===== src/rtl/serial_add_pkg.sv =====
// Shared types and defaults for the bit-serial adder controller.
package serial_add_pkg;

   localparam int unsigned DEFAULT_WIDTH = 8;

   typedef enum logic [1:0] {
      IDLE = 2'd0,
      RUN  = 2'd1,
      DONE = 2'd2
   } state_e;

endpackage : serial_add_pkg


===== src/rtl/full_half_add_1bit.sv =====
// One-bit full adder built from two half adders; the only adder in the datapath.
module full_half_add_1bit (
   input  logic i_a,
   input  logic i_b,
   input  logic i_cin,
   output logic o_sum_c,
   output logic o_cout_c
);

   logic ha0_sum;
   logic ha0_carry;
   logic ha1_carry;

   always_comb begin
      ha0_sum   = i_a ^ i_b;
      ha0_carry = i_a & i_b;
      ha1_carry = ha0_sum & i_cin;
      o_sum_c   = ha0_sum ^ i_cin;
      o_cout_c  = ha0_carry | ha1_carry;
   end

endmodule : full_half_add_1bit


===== src/rtl/serial_adder_ctrl.sv =====
// Bit-serial adder: accepts A/B/cin, adds one bit per cycle LSB first, and
// presents the WIDTH-bit sum and carry-out under a valid/ready handshake.
module serial_adder_ctrl
   import serial_add_pkg::*;
#(
   parameter int unsigned WIDTH = DEFAULT_WIDTH
) (
   input  logic             i_clk,
   input  logic             i_rst_n,
   input  logic             i_valid,
   output logic             o_ready,
   input  logic [WIDTH-1:0] i_a,
   input  logic [WIDTH-1:0] i_b,
   input  logic             i_cin,
   output logic             o_valid,
   input  logic             i_ready,
   output logic [WIDTH-1:0] o_sum,
   output logic             o_cout,
   output logic             o_busy
);

   localparam int unsigned         CNT_W    = $clog2(WIDTH);
   localparam logic [CNT_W-1:0]    CNT_LAST = CNT_W'(WIDTH - 1);

   state_e             state_q, state_d;
   logic [WIDTH-1:0]   a_q, a_d;
   logic [WIDTH-1:0]   b_q, b_d;
   logic [WIDTH-1:0]   res_q, res_d;
   logic               carry_q, carry_d;
   logic [CNT_W-1:0]   cnt_q, cnt_d;
   logic               ready_q, ready_d;
   logic               valid_q, valid_d;
   logic               busy_q, busy_d;

   logic               fa_sum;
   logic               fa_cout;

   full_half_add_1bit u_fa (
      .i_a      (a_q[0]),
      .i_b      (b_q[0]),
      .i_cin    (carry_q),
      .o_sum_c  (fa_sum),
      .o_cout_c (fa_cout)
   );

   // Next-state and datapath; status flags are registered from the next state.
   always_comb begin
      state_d = state_q;
      a_d     = a_q;
      b_d     = b_q;
      res_d   = res_q;
      carry_d = carry_q;
      cnt_d   = cnt_q;

      unique case (state_q)
         IDLE: begin
            if (i_valid && ready_q) begin
               a_d     = i_a;
               b_d     = i_b;
               carry_d = i_cin;
               cnt_d   = '0;
               state_d = RUN;
            end
         end
         RUN: begin
            res_d   = {fa_sum, res_q[WIDTH-1:1]};
            carry_d = fa_cout;
            a_d     = {1'b0, a_q[WIDTH-1:1]};
            b_d     = {1'b0, b_q[WIDTH-1:1]};
            if (cnt_q == CNT_LAST) begin
               state_d = DONE;
            end else begin
               cnt_d = cnt_q + CNT_W'(1);
            end
         end
         DONE: begin
            if (i_ready) begin
               state_d = IDLE;
            end
         end
         default: begin
            state_d = IDLE;
         end
      endcase

      ready_d = (state_d == IDLE);
      valid_d = (state_d == DONE);
      busy_d  = (state_d == RUN);
   end

   always_ff @(posedge i_clk or negedge i_rst_n) begin
      if (!i_rst_n) begin
         state_q <= IDLE;
         a_q     <= '0;
         b_q     <= '0;
         res_q   <= '0;
         carry_q <= 1'b0;
         cnt_q   <= '0;
         ready_q <= 1'b1;
         valid_q <= 1'b0;
         busy_q  <= 1'b0;
      end else begin
         state_q <= state_d;
         a_q     <= a_d;
         b_q     <= b_d;
         res_q   <= res_d;
         carry_q <= carry_d;
         cnt_q   <= cnt_d;
         ready_q <= ready_d;
         valid_q <= valid_d;
         busy_q  <= busy_d;
      end
   end

   assign o_ready = ready_q;
   assign o_valid = valid_q;
   assign o_busy  = busy_q;
   assign o_sum   = res_q;
   assign o_cout  = carry_q;

endmodule : serial_adder_ctrl


===== config.mk =====
export PLATFORM = sky130hd
export DESIGN_NAME = serial_adder_ctrl
export DESIGN_NICKNAME = d
export VERILOG_FILES = /design/src/rtl/serial_add_pkg.sv /design/src/rtl/full_half_add_1bit.sv /design/src/rtl/serial_adder_ctrl.sv
export SDC_FILE = /design/constraint.sdc
export NUM_CORES = 1
export LEC_CHECK = 0
export CAP_MARGIN = 40
export CORE_ASPECT_RATIO = 1.25
export CORE_MARGIN = 1
export CORE_UTILIZATION = 40
export CTS_CLUSTER_SIZE = 24
export DETAILED_ROUTE_END_ITERATION = 12
export PLACE_DENSITY_LB_ADDON = 0.2
export SYNTH_ARGS = -nofsm -noshare
export SYNTH_HDL_FRONTEND = slang
export SYNTH_SLANG_ARGS = --single-unit
export TNS_END_PERCENT = 30

===== constraint.sdc =====
create_clock -name i_clk -period 1.8 [get_ports i_clk]
set_clock_uncertainty 0.05 [all_clocks]
set_input_delay 0.27 -clock i_clk [delete_from_list [all_inputs] [get_ports i_clk]]
set_output_delay 0.27 -clock i_clk [all_outputs]
set_load 0.1 [all_outputs]

==> flow_summary_export.csv <==
group,metric,value,unit
outcome,violations,"design-rule violations",
timing,relSlewSlack,0.679,
route,drtPass1Iterations,8,
route,wl_met1,1340,um
clocking,clk_latency,0.28,ns
timing,fmax,0.665,GHz
clocking,numCtsBuffers,5,
clocking,cts-resized-gates,0,
route,vias,1138,
critical_path,worstPathArrival,1.62,ns
critical_path,cpPeakStageDelay,0.39,ns
critical_path,crit_type,"reg -> reg",
critical_path,slowest_stage,"dfrtp_1",
clocking,cts_setup_buffers,0,
place,gp_congestion,0.739,
global_routing,grt_usage,0.174,
final_layout,layout.nets,187,
timing,finalMaxSlewViolations,0,
final_layout,diodes,0,
clocking,clk_path_buf_depth,2,
synthesis,synth_fa_ha_area_frac,0.0291,
critical_path,path_cells,"ha_1 -> ha_1 -> nor2_1 -> mux2_2 -> a22o_1",
critical_path,crit_required,1.92,ns
synthesis,syn_area,0.00155,mm2
clocking,cts_tree,"built",
synthesis,synthTopCellsByCount,"dfrtp_1, a22oi_1, nor2b_1, o2bb2ai_1, mux2_2",
die,initial_core_util,0.430,
critical_path,path_buf_inv,0,
critical_path,cp.depth,5,
synthesis,synth_compound_area_frac,0.217,
critical_path,crit_path_end_kind,"flop",
global_routing,grt_overflow,0,
synthesis,synth_top_family_by_area,"compound AO/OA/AOI/OAI gates",
clocking,h-tree-depth,2,
die,die_y,71.6,um
global_routing,grt_antenna_before_repair,0,
critical_path,reg2reg_depth,5,
clocking,clkTransAtPathRegs,0.07,ns
final_layout,multiInputGateArea,658,um2
timing,rsz0062_at_grt,"false",
synthesis,synth_edf_count,0,
route,route.met2.wl,1700,um
synthesis,synth_mux_area_frac,0.0719,
power_and_ir_drop,switchingPower,0.00205,W
power_and_ir_drop,p_leak,0.920,nW
place,io_buffers,32,
final_layout,syn_to_final_growth,38.7,%
synthesis,synth_top_area_frac,0.517,
synthesis,synth_nets,151,
critical_path,cp_top_family,"adder cells",
flow_run,cap_violations,0,
power_and_ir_drop,clkPwrFrac,0.154,
route,ant_nets,0,
synthesis,synth.most_common_cell,"dfrtp_1",
power_and_ir_drop,pwr-share-comb,0.557,
power_and_ir_drop,p_sw_frac,0.445,
final_layout,layout-drive-gt1-share,0.238,
place,dp_hpwl,2230,um
power_and_ir_drop,total_power,0.00460,W
route,wl_per_cell,15.8,um
power_and_ir_drop,ir_drop,821,uV
power_and_ir_drop,intPower,0.00255,W
synthesis,ys.warnings.count,0,
power_and_ir_drop,p_per_area,2140,mW/mm2
final_layout,regArea,828,um2
synthesis,synth_simple_gate_area_share,0.107,
clocking,cts.sinks,33,
synthesis,synth.avg_cell_area,12.2,um2
synthesis,synth_seq_area_share,0.534,
timing,setup_tns,0,ns
global_routing,grt_pass1_vias,1146,
synthesis,synth_cell_types,23,
route,wl,3210,um
critical_path,crit_path_start_kind,"flop",
timing,hold_viol,0,
route,viasPerCell,5.61,
synthesis,ys_ff_latch,33,
global_routing,grt_pass1_wl,5320,um
timing,period_minus_slack,1.50,ns
power_and_ir_drop,share_seq_of_total_power,0.289,
die,dieArea,0.00413,mm2
timing,worstMarginPinSlew,0.482,ns
synthesis,synth_xor_xnor_area_share,0,
die,chipWidth,57.7,um
synthesis,synth_area_leader_cell,"dfrtp_1",
die,core_region_area,0.00360,mm2
timing,setup_slack,0.295,ns
clocking,hold_buffers,0,
route,met3_length,131,um
synthesis,synth_area_leaders,"dfrtp_1, o2bb2ai_1, a22oi_1, mux2_2, nor2b_1",
place,dp.cells,195,
final_layout,n_fill_cell,321,
synthesis,synth_top_flop_cell,"dfrtp_1",
final_layout,stdcell_count,203,
synthesis,postSynth.asyncResetShare,1.00,
timing,timing.final.crit_share,0.836,
timing,setup_viol,0,
outcome,status,"finished, violations left",
global_routing,grt_max_degree,34,
route,top_layer,"met4",
route,drc_errors,5,
worst_hold_path,hp-class,"in -> async",
synthesis,synth_cells,127,
die,boundaryPins,33,
die,num_rows,24,
critical_path,crit_path_frequent_cell,"ha_1",
clocking,cts_root_buffer,"clkbuf_8",
critical_path,path_max_fanout,5,
route,initialDrtViolationCount,33,
place,pre_cts_slack,0.218,ns
-- power by group through the flow --
stage	Sequential, W	Clock (W)	Combinational (W)
6_report	0.00133	0.000708	0.00256
5_1_grt	0.00137	0.000754	0.00270
4_1_cts	0.00133	0.000722	0.00259
3_5_place_dp	0.00134	0	0.00259
3_3_place_gp	0.00133	0	0.00253
2_1_floorplan	0.00211	0	0.000933
-- final cells by class --
cell class	instances	share of cell area
clock buffers	7	0.0402
clock inverters	1	0.0140
inverters	1	0.00175
multi-input cells	83	0.306
flip-flops and latches	33	0.386
well taps	39	0.0227
repair buffers	39	0.229
-- registers in the layout (all words and copies together), names as in the netlist --
register and count:
a_q 8, b_q 8, o_sum 8, cnt_q 3, state_q 2, o_busy 1
o_cout 1, o_ready 1, o_valid 1
-- kinds of logic after synthesis --
kind of cell             after synthesis
adder cells (fa/ha/maj)                3
multiplexers                          10
flip-flops                            33
AO/OA/AOI/OAI                         42
AND/OR/NAND/NOR                       28
buffers and inverters                 11
-- metrics by stage --
step                      utilization  hold WS, ns  area (um2)
after CTS                       0.596        0.359        2150
after global routing            0.596        0.399        2150
after global placement          0.564        0.422        2030
after floorplan                     -      -0.0756        1550
after detailed placement        0.564        0.425        2030
final                           0.596        0.343        2150
-- cells in the final DEF, fill, tap and decap left out --
master,count
buf_4,7
bufinv_16,1
nand2b_1,1
o21bai_4,1
o2bb2ai_1,15
a22o_1,5
nor2_1,4
dfrtp_2,1
nand2_1,4
clkbuf_8,6
o21ai_0,4
mux2i_1,1
and2_4,1
and4b_1,2
inv_1,1
ha_1,2
a21oi_1,2
mux2_2,9
dfstp_2,1
buf_12,12
dfrtp_1,31
nor2b_1,15
and2_1,1
clkdlybuf4s50_1,20
a22oi_1,15
clkbuf_1,1
fa_1,1
-- layer usage --
metal / vias up / track usage
met3: 4 / 0.0343
met2: 31 / 0.292
met5: - / 0
met4: 0 / 0.101
li1: 539 / -
met1: 564 / 0.207
-- path summary, 6_finish.rpt --
kind                                      start                   end  slack, ns
setup / recovery           cnt_q[0]$_DFFE_PN0P_  cnt_q[0]$_DFFE_PN0P_       0.30
hold / removal                          i_rst_n  o_sum[6]$_DFFE_PN0P_       0.34
setup reg to reg           cnt_q[0]$_DFFE_PN0P_  cnt_q[0]$_DFFE_PN0P_       0.30
hold reg to reg              a_q[3]$_DFFE_PN0P_    a_q[3]$_DFFE_PN0P_       0.45
max in group asynchronous               i_rst_n     o_ready$_DFF_PN1_       1.03
min in group i_clk           a_q[3]$_DFFE_PN0P_    a_q[3]$_DFFE_PN0P_       0.45
Power figures use the tool's default switching activity.
